[config.mk]
export PLATFORM = sky130hd
export DESIGN_NAME = split_slave_responder
export DESIGN_NICKNAME = d
export VERILOG_FILES = /design/src/rtl/split_slave_responder.sv
export SDC_FILE = /design/constraint.sdc
export NUM_CORES = 2
export LEC_CHECK = 0
export BUFFER_PORTS_ARGS = -buffer_cell sky130_fd_sc_hd__buf_2
export CAP_MARGIN = 25
export CELL_PAD_IN_SITES_DETAIL_PLACEMENT = 1
export CELL_PAD_IN_SITES_GLOBAL_PLACEMENT = 1
export CORE_ASPECT_RATIO = 1.25
export CORE_MARGIN = 2
export CORE_UTILIZATION = 50
export CTS_CLUSTER_DIAMETER = 40
export DETAILED_ROUTE_END_ITERATION = 8
export PLACE_DENSITY = 0.76
export SYNTH_ARGS = -nofsm -noshare
export SYNTH_HDL_FRONTEND = slang
export SYNTH_SLANG_ARGS = --single-unit
[constraint.sdc]
create_clock -name clk -period 7.6 [get_ports clk]
set_clock_uncertainty 0.05 [all_clocks]
set_input_delay 0.38 -clock clk [delete_from_list [all_inputs] [get_ports clk]]
set_output_delay 0.38 -clock clk [all_outputs]
set_load 0.01 [all_outputs]
[src/rtl/split_slave_responder.sv]
// Bus slave with a DEPTH-word register file, programmable wait states and
// two-cycle ERROR/RETRY/SPLIT responses, plus a split-release pulse to the arbiter.
module split_slave_responder #(
    parameter int unsigned DEPTH        = 64,
    parameter int unsigned WAIT_STATES  = 1,
    parameter int unsigned SPLIT_BASE   = 48,
    parameter int unsigned SPLIT_CYCLES = 8
) (
    input  logic        clk,
    input  logic        rst,
    input  logic        sel,
    input  logic        write,
    input  logic [15:0] addr,
    input  logic [31:0] wdata,
    output logic [31:0] rdata,
    output logic [1:0]  resp,
    output logic        rdy,
    output logic        split
);

    localparam int unsigned AW = (DEPTH > 1) ? $clog2(DEPTH) : 1;
    localparam int unsigned CW = $clog2(SPLIT_CYCLES + 1);

    localparam logic [16:0]   DEPTH_L  = 17'(DEPTH);
    localparam logic [16:0]   SBASE_L  = 17'(SPLIT_BASE);
    localparam logic [CW-1:0] CNT_LAST = CW'(SPLIT_CYCLES - 1);
    localparam logic [3:0]    WS_L     = 4'(WAIT_STATES);

    localparam logic [1:0] RESP_OKAY  = 2'b00;
    localparam logic [1:0] RESP_ERROR = 2'b01;
    localparam logic [1:0] RESP_RETRY = 2'b10;
    localparam logic [1:0] RESP_SPLIT = 2'b11;

    typedef enum logic [2:0] {S_IDLE, S_WAIT, S_DONE, S_R1, S_R2} state_e;
    typedef enum logic [1:0] {T_FREE, T_BUSY, T_REL} trk_e;

    state_e          state_q;
    trk_e            trk_q;
    logic [15:0]     addr_q;
    logic [15:0]     lat_q;
    logic            write_q;
    logic [31:0]     wdata_q;
    logic [1:0]      code_q;
    logic [3:0]      wcnt_q;
    logic [CW-1:0]   cnt_q;
    logic            run_q;
    logic [31:0]     rdata_q;
    logic [1:0]      resp_q;
    logic            rdy_q;
    logic            split_q;
    logic [31:0]     mem_q [DEPTH];

    logic [1:0]      cls_d;
    logic [AW-1:0]   rd_idx_c;

    assign rdata = rdata_q;
    assign resp  = resp_q;
    assign rdy   = rdy_q;
    assign split = split_q;

    // With zero wait states the read happens on the accepting edge itself.
    assign rd_idx_c = (state_q == S_IDLE) ? addr[AW-1:0] : addr_q[AW-1:0];

    // Response class of a transfer presented this cycle; OKAY means NORMAL.
    always_comb begin
        cls_d = RESP_OKAY;
        if ({1'b0, addr} >= DEPTH_L) begin
            cls_d = RESP_ERROR;
        end else if (trk_q == T_BUSY) begin
            cls_d = RESP_RETRY;
        end else if ({1'b0, addr} >= SBASE_L) begin
            if (trk_q == T_FREE) begin
                cls_d = RESP_SPLIT;
            end else if (addr != lat_q) begin
                cls_d = RESP_RETRY;
            end
        end
    end

    always_ff @(posedge clk) begin
        if (!rst) begin
            state_q <= S_IDLE;
            trk_q   <= T_FREE;
            addr_q  <= '0;
            lat_q   <= '0;
            write_q <= 1'b0;
            wdata_q <= '0;
            code_q  <= RESP_OKAY;
            wcnt_q  <= '0;
            cnt_q   <= '0;
            run_q   <= 1'b0;
            rdata_q <= '0;
            resp_q  <= RESP_OKAY;
            rdy_q   <= 1'b1;
            split_q <= 1'b0;
            for (int i = 0; i < int'(DEPTH); i++) begin
                mem_q[i] <= '0;
            end
        end else begin
            split_q <= 1'b0;
            case (state_q)
                S_IDLE: begin
                    if (sel) begin
                        addr_q  <= addr;
                        write_q <= write;
                        wdata_q <= wdata;
                        code_q  <= cls_d;
                        if (cls_d == RESP_OKAY) begin
                            if (WS_L == 4'd0) begin
                                state_q <= S_DONE;
                                rdy_q   <= 1'b1;
                                if (!write) rdata_q <= mem_q[rd_idx_c];
                            end else begin
                                state_q <= S_WAIT;
                                wcnt_q  <= 4'd1;
                                rdy_q   <= 1'b0;
                            end
                        end else begin
                            state_q <= S_R1;
                            rdy_q   <= 1'b0;
                            resp_q  <= cls_d;
                        end
                        if (cls_d == RESP_SPLIT) begin
                            trk_q <= T_BUSY;
                            lat_q <= addr;
                            run_q <= 1'b0;
                        end
                    end
                end
                S_WAIT: begin
                    if (wcnt_q == WS_L) begin
                        state_q <= S_DONE;
                        rdy_q   <= 1'b1;
                        if (!write_q) rdata_q <= mem_q[rd_idx_c];
                    end else begin
                        wcnt_q <= wcnt_q + 4'd1;
                    end
                end
                S_DONE: begin
                    if (write_q) mem_q[addr_q[AW-1:0]] <= wdata_q;
                    if (trk_q == T_REL && addr_q == lat_q) trk_q <= T_FREE;
                    state_q <= S_IDLE;
                end
                S_R1: begin
                    rdy_q   <= 1'b1;
                    state_q <= S_R2;
                    if (code_q == RESP_SPLIT) begin
                        cnt_q <= '0;
                        run_q <= 1'b1;
                    end
                end
                S_R2: begin
                    resp_q  <= RESP_OKAY;
                    state_q <= S_IDLE;
                end
                default: state_q <= S_IDLE;
            endcase

            // Release countdown; the counter freezes once the pulse has fired.
            if (trk_q == T_BUSY && run_q) begin
                if (cnt_q == CNT_LAST) begin
                    split_q <= 1'b1;
                    trk_q   <= T_REL;
                    run_q   <= 1'b0;
                end else begin
                    cnt_q <= cnt_q + CW'(1);
                end
            end
        end
    end

endmodule
# Word-level counts from Yosys, hierarchy flattened
# Memory sizes are Yosys's and may differ from the RTL's. A register that Yosys moved wholly into a read port is not among the register bits.
# Index checks and enable logic that the tools add are counted.
[word_totals]
output_inout_bits = 36
reg_bits = 85
mem_count = 1
ramBits = 2048
in_bits = 52
elab_cells = 99
[memory_table]
columns = ["memory", "words", "word_bits", "read_ports", "rd_ports_with_merged_regs", "wr", "line", "text"]
rows = [
  ["mem_q", 64, 32, 1, 1, 64, "51", "logic [31:0] mem_q [DEPTH];"],
]
[op_classes]
magnitude_cmp = 2
eq_ne = 17
bitwise_logic = 1
n_mux = 45
n_addsub = 2
n_reduce_logical = 18
[ops]
columns = ["operator", "count"]
rows = [
  ["$mux W32", 1],
  ["$reduce_or A32 Y1", 1],
  ["$mux W4", 7],
  ["$mux W2", 13],
  ["$eq A16 B16 Y1", 1],
  ["$ge A16 B6 Y1 const B", 1],
  ["$ge A16 B7 Y1 const B", 1],
  ["$ne A16 B16 Y1", 1],
  ["$mux W1", 14],
  ["$mux W6", 2],
  ["$reduce_and A3 Y1", 4],
  ["$pmux W3 S3", 1],
  ["$add A4 B1 Y4 const B", 2],
  ["$ne A2 B2 Y1 const B", 4],
  ["$pmux W2 S2", 2],
  ["$pmux W4 S2", 1],
  ["$eq A2 B2 Y1 const B", 3],
  ["$eq A3 B2 Y1 const B", 2],
  ["$mux W3", 2],
  ["$reduce_and A2 Y1", 3],
  ["$eq A4 B1 Y1 const B", 1],
  ["$eq A4 B3 Y1 const B", 1],
  ["$logic_not A2 Y1", 2],
  ["$reduce_and A4 Y1", 1],
  ["12 further kinds", 14],
]

# Logic depth before layout (Yosys ltp)
[depth]
depth_word = 12
ltp_mapped = 13
mapped_depth_nobuf = 9

# Worst setup path after synthesis
# OpenSTA, ideal clock, no wires.
[synth_path]
path_type = "register to register"
from = "register state_q[1]"
to = "memory mem_q[32][0] (enable)"
path_slack_ps = 3369
required_ps = 7084
arrival_time_ps = 3715
period_less_slack_ps = 4231
n_path_buf = 2
path_stages_with_launch = 7
setup_ps = 466
path_cell_list = "dfxtp_1 -> clkbuf_1 -> nand4_1 -> nor2_1 -> nand3b_1 -> clkbuf_1 -> o21ai_0"
[synth_rtl]
columns = ["item", "line", "text"]
rows = [
  ["from (decl)", "37", "state_e state_q;"],
  ["from (signal assigned)", "82", "state_q <= S_IDLE;"],
  ["from (signal assigned)", "110", "state_q <= S_DONE;"],
  ["from (signal assigned)", "114", "state_q <= S_WAIT;"],
  ["to (decl)", "51", ""],
]

# Worst setup path after layout
[layout_path]
from = "register state_q[1]"
to = "register rdata_q[14], in the netlist rdata[14], read port of mem_q"
[layout_via]
elab_chain_cells = 2
word_cells_on_any_way = 4
classes_between = "1 x eq/ne; 1 x mux; 2 x reduce/logical"
[layout_lines]
columns = ["item", "line", "text"]
rows = [
  ["$eq A3 B1 Y1 or $logic_not A3 Y1 (tied branches)", "101, 62", ""],
  ["$reduce_and A3 Y1 (no source line) or $mux W6 (tied branches)", "--", ""],
  ["to (decl)", "47", "logic [31:0] rdata_q;"],
]
# Several ways; a longest one is shown, not always the timed one.
# A chain may end at the register's enable or synchronous reset.

==> summary.txt <==
Storage cell area: 0.0639 mm²
WL per Instance: 33.2 µm
Port bufs: 87
RSZ-0062 raised after global routing: false
TritonCTS clock tree: built
P_int: 0.0230 W
Delay-heaviest family, CP: simple AND/OR/NAND/NOR gates
Core ar.: 0.197 mm²
Num rows: 182
First-pass GRT wire length: 514000 µm
Iteration-0 DRC count of the detailed router: 8931
Worst path bufs/invs: 2
Clk root buf: clkbuf_16
Sw frac: 28.5%
Setup tns final: 0 ns
Final setup violating endpoints: 0
Combinational power share: 14.3%
Post-synthesis register bit count: 2165
Mux cell area share after synthesis: 4.03%
Crit Path Class: reg -> reg
CP endpoint kind: flip-flop
DRT Wirelength: 360000 µm
R2R cell count: 9
Post-Synth Simple-Gate Area: 21.7%
Fin area: 0.113 mm²
Outcome: finished clean
Clock Power Share: 43.3%
Remaining routing DRC violations: 0
Starting Density: 50.3%
Maximum net fanout on the critical path: 66
Max-cap viol count: 0
Least-Margin Pin Slew: 1.41 ns
Via count: 69.9k
Min-delay worst type: in -> reg
Placed cell area: 0.102 mm²
CTS clk-pin slew, worst paths: 0.06 ns
Largest family of logic cells by synthesized area: simple AND/OR/NAND/NOR gates
Critical path launch point type: flip-flop
P per Cell Area: 285 mW/mm²
Crit path required time: 8.35 ns
Slew HR: 6.19%
Max incr delay on CP: 0.96 ns
Commonest cells in the synthesized netlist: and2_1 (2051), edfxtp_1 (2048), nand2_1 (1278)
Layout overhead on the synthesized area: 14.3%
Synth Area in Adders: 0.0380%
Count of final max-slew check failures: 0
Leakage: 41.5 nW
Cell Chain, Critical Path: or3_4 -> mux2_8 -> nand2_2 -> buf_4 -> buf_4 -> o22ai_1 -> nor4_1 -> a22o_1 -> a2111oi_1
Clock sink count: 2165
Fin util: 57.5%
Final HPWL from detailed placement: 201000 µm
Post-route ant nets: 0
Die width: 402 µm
Initial antenna violation count: 23
Post-synth EDFFs: 2048
Worst ir drop on vdd: 0.000274 V
Slowest CP cell: nor4_1
Post-synthesis compound-gate area fraction: 5.87%
Largest net degree at the start of global routing: 154
Cts bufs inserted: 296
CTS HTree Levels: 5
Area leader, netlist: edfxtp_1
WP data arrival: 5.92 ns
All-layer global routing usage: 35.4%
Register area share after synthesis: 64.6%
Reg power frac: 42.4%
Switch Pwr: 0.00916 W
Total gr overflow: 0
Post-synthesis async set-or-reset flop share: 0%
Filler Cell Count: 19.3k
Post-CTS setup buffer count: 0
DR vias/cell: 6.43
Layout cells sized above 1: 12.7%
Share of the synthesized area in the top cell type: 62.2%
Top cells by area, synth: edfxtp_1 (62%), and2_1 (13%), nand2_1 (4.9%)
Syn_area_per_cell: 12.1 µm²
Multi-input logic area: 0.0329 mm²
Syn. warnings: 0
Fmax: 0.193 GHz
1st-pass router iterations: 6
Crit share post-route: 68.0%
WP depth: 9
Routability Congestion: 0.862
Vias in the first global route: 73.5k
Syn Std Cell Area: 0.0988 mm²
Most frequent CP cell: buf_4
Worst Hold Path Cells: 4
Final hold vios: 0
Most frequent cell after synthesis: and2_1
I/O Pins: 88
Syn Nets: 8252
Post-Synth XOR/XNOR Area: 0.292%
Die area: 0.201 mm²
Cells after Synth: 8197
Distinct cells, synth: 67
Worst-case clock buffer depth: 4
Nets@finish: 8114
Clk Latency, worst-skew pair: 0.94 ns
Die H: 501 µm
Final period demand of the worst path: 5.17 ns
Top FF cell, synth: edfxtp_1
[power by group through the flow]
| stage | Clock (W) | Sequential [W] | Combinational (W) |
|---|---|---|---|
| 6_report | 0.0139 | 0.0136 | 0.00459 |
| 5_1_grt | 0.0144 | 0.0137 | 0.00472 |
| 4_1_cts | 0.0140 | 0.0136 | 0.00446 |
| 3_5_place_dp | 0 | 0.0139 | 0.00439 |
| 3_3_place_gp | 0 | 0.0138 | 0.00426 |
| 2_1_floorplan | 0 | 0.0138 | 0.00253 |
[registers in the layout (all words and copies together) (netlist names)]
name,count
write_q,1
cnt_q,4
lat_q,16
wcnt_q,4
code_q,2
wdata_q,32
split,1
state_q,3
run_q,1
rdy,1
addr_q,16
mem_q,2048
rdata,32
resp,2
trk_q,2
[cell families after synthesis]
kind of cell	after synthesis
AOI/OAI and AO/OA	853
xor gates and xnor gates	33
adders and majority gates	3
buffers and inverters	818
DFF	2165
muxes	313
and+or+nand+nor	4012
[cell type report]
| type | instances | share of cell area [%] |
|---|---|---|
| clock inverter | 170 | 1.65 |
| sequential | 2165 | 56.6 |
| inverter | 7 | 0.0233 |
| timing repair buffer | 375 | 2.82 |
| antenna | 9 | 0.0199 |
| multi-input combinational | 5214 | 29.1 |
| tap | 2576 | 2.85 |
| clock buffer | 343 | 6.94 |
[worst paths after layout]
kind	start	end	slack [ns]
max	state_q[1]	rdata[14]	2.43
min	wdata[17]	wdata_q[17]	0.16
max reg2reg	state_q[1]	rdata[14]	2.43
min reg2reg	wdata_q[16]	wdata_q[16]	0.40
[routing by layer]
metal	track usage, %	wire [µm]	part of all wire, %	up-vias
met3	7.10	34900	9.7	1064
li1	-	-	-	28800
met5	0	69	0.019	-
met1	42.0	125000	35	36000
met4	24.0	26600	7.4	10
met2	58.5	173000	48	4085
[worst min-delay path, delay by kind of cell]
kind,cells,cell delay [ns]
AO/OA/AOI/OAI,1,0.05
buffers and inverters,2,0.64
AND/OR/NAND/NOR,1,0.04
[stage by stage]
stage / setup WS, ns / hold slack (ns) / std cells / power, W
6_report: 2.43 / 0.162 / 10900 / 0.0322
4_1_cts: 2.55 / 0.112 / 10800 / 0.0321
3_5_place_dp: 2.61 / 0.399 / 10300 / 0.0183
5_1_grt: 2.47 / 0.155 / 10900 / 0.0328
3_3_place_gp: 1.04 / 0.392 / 10200 / 0.0181
2_1_floorplan: 3.37 / 0.387 / 8197 / 0.0163
[timing repair]
item | 4_1_cts | 5_1_grt
gates resized for setup | 0 | 0
setup endpoints to repair | 0 | 0
hold buffers | 52 | 0
hold endpoints to repair | 60 | 0
[cell usage in the layout (no fill, tap or decap), types with 30 or more instances in the layout]
cell type and count:
nand2_1 1270, and3_1 177, clkinv_2 31, dfxtp_2 32, a31oi_1 60, and2_1 2049, clkbuf_16 306, nor2_4 63
buf_2 97, a311oi_1 127, a21oi_1 224, mux2i_1 243, dlygate4sd3_1 52, a211oi_1 90, bufinv_16 30, nor4_1 96
o221ai_1 58, dfxtp_1 85, mux4_2 65, o22ai_1 50, a32oi_1 40, nand3_1 236, edfxtp_1 2048, o21ai_4 64
buf_4 187, clkbuf_1 33, o21ai_0 51
No activity file was read; power rests on OpenSTA's default activity.
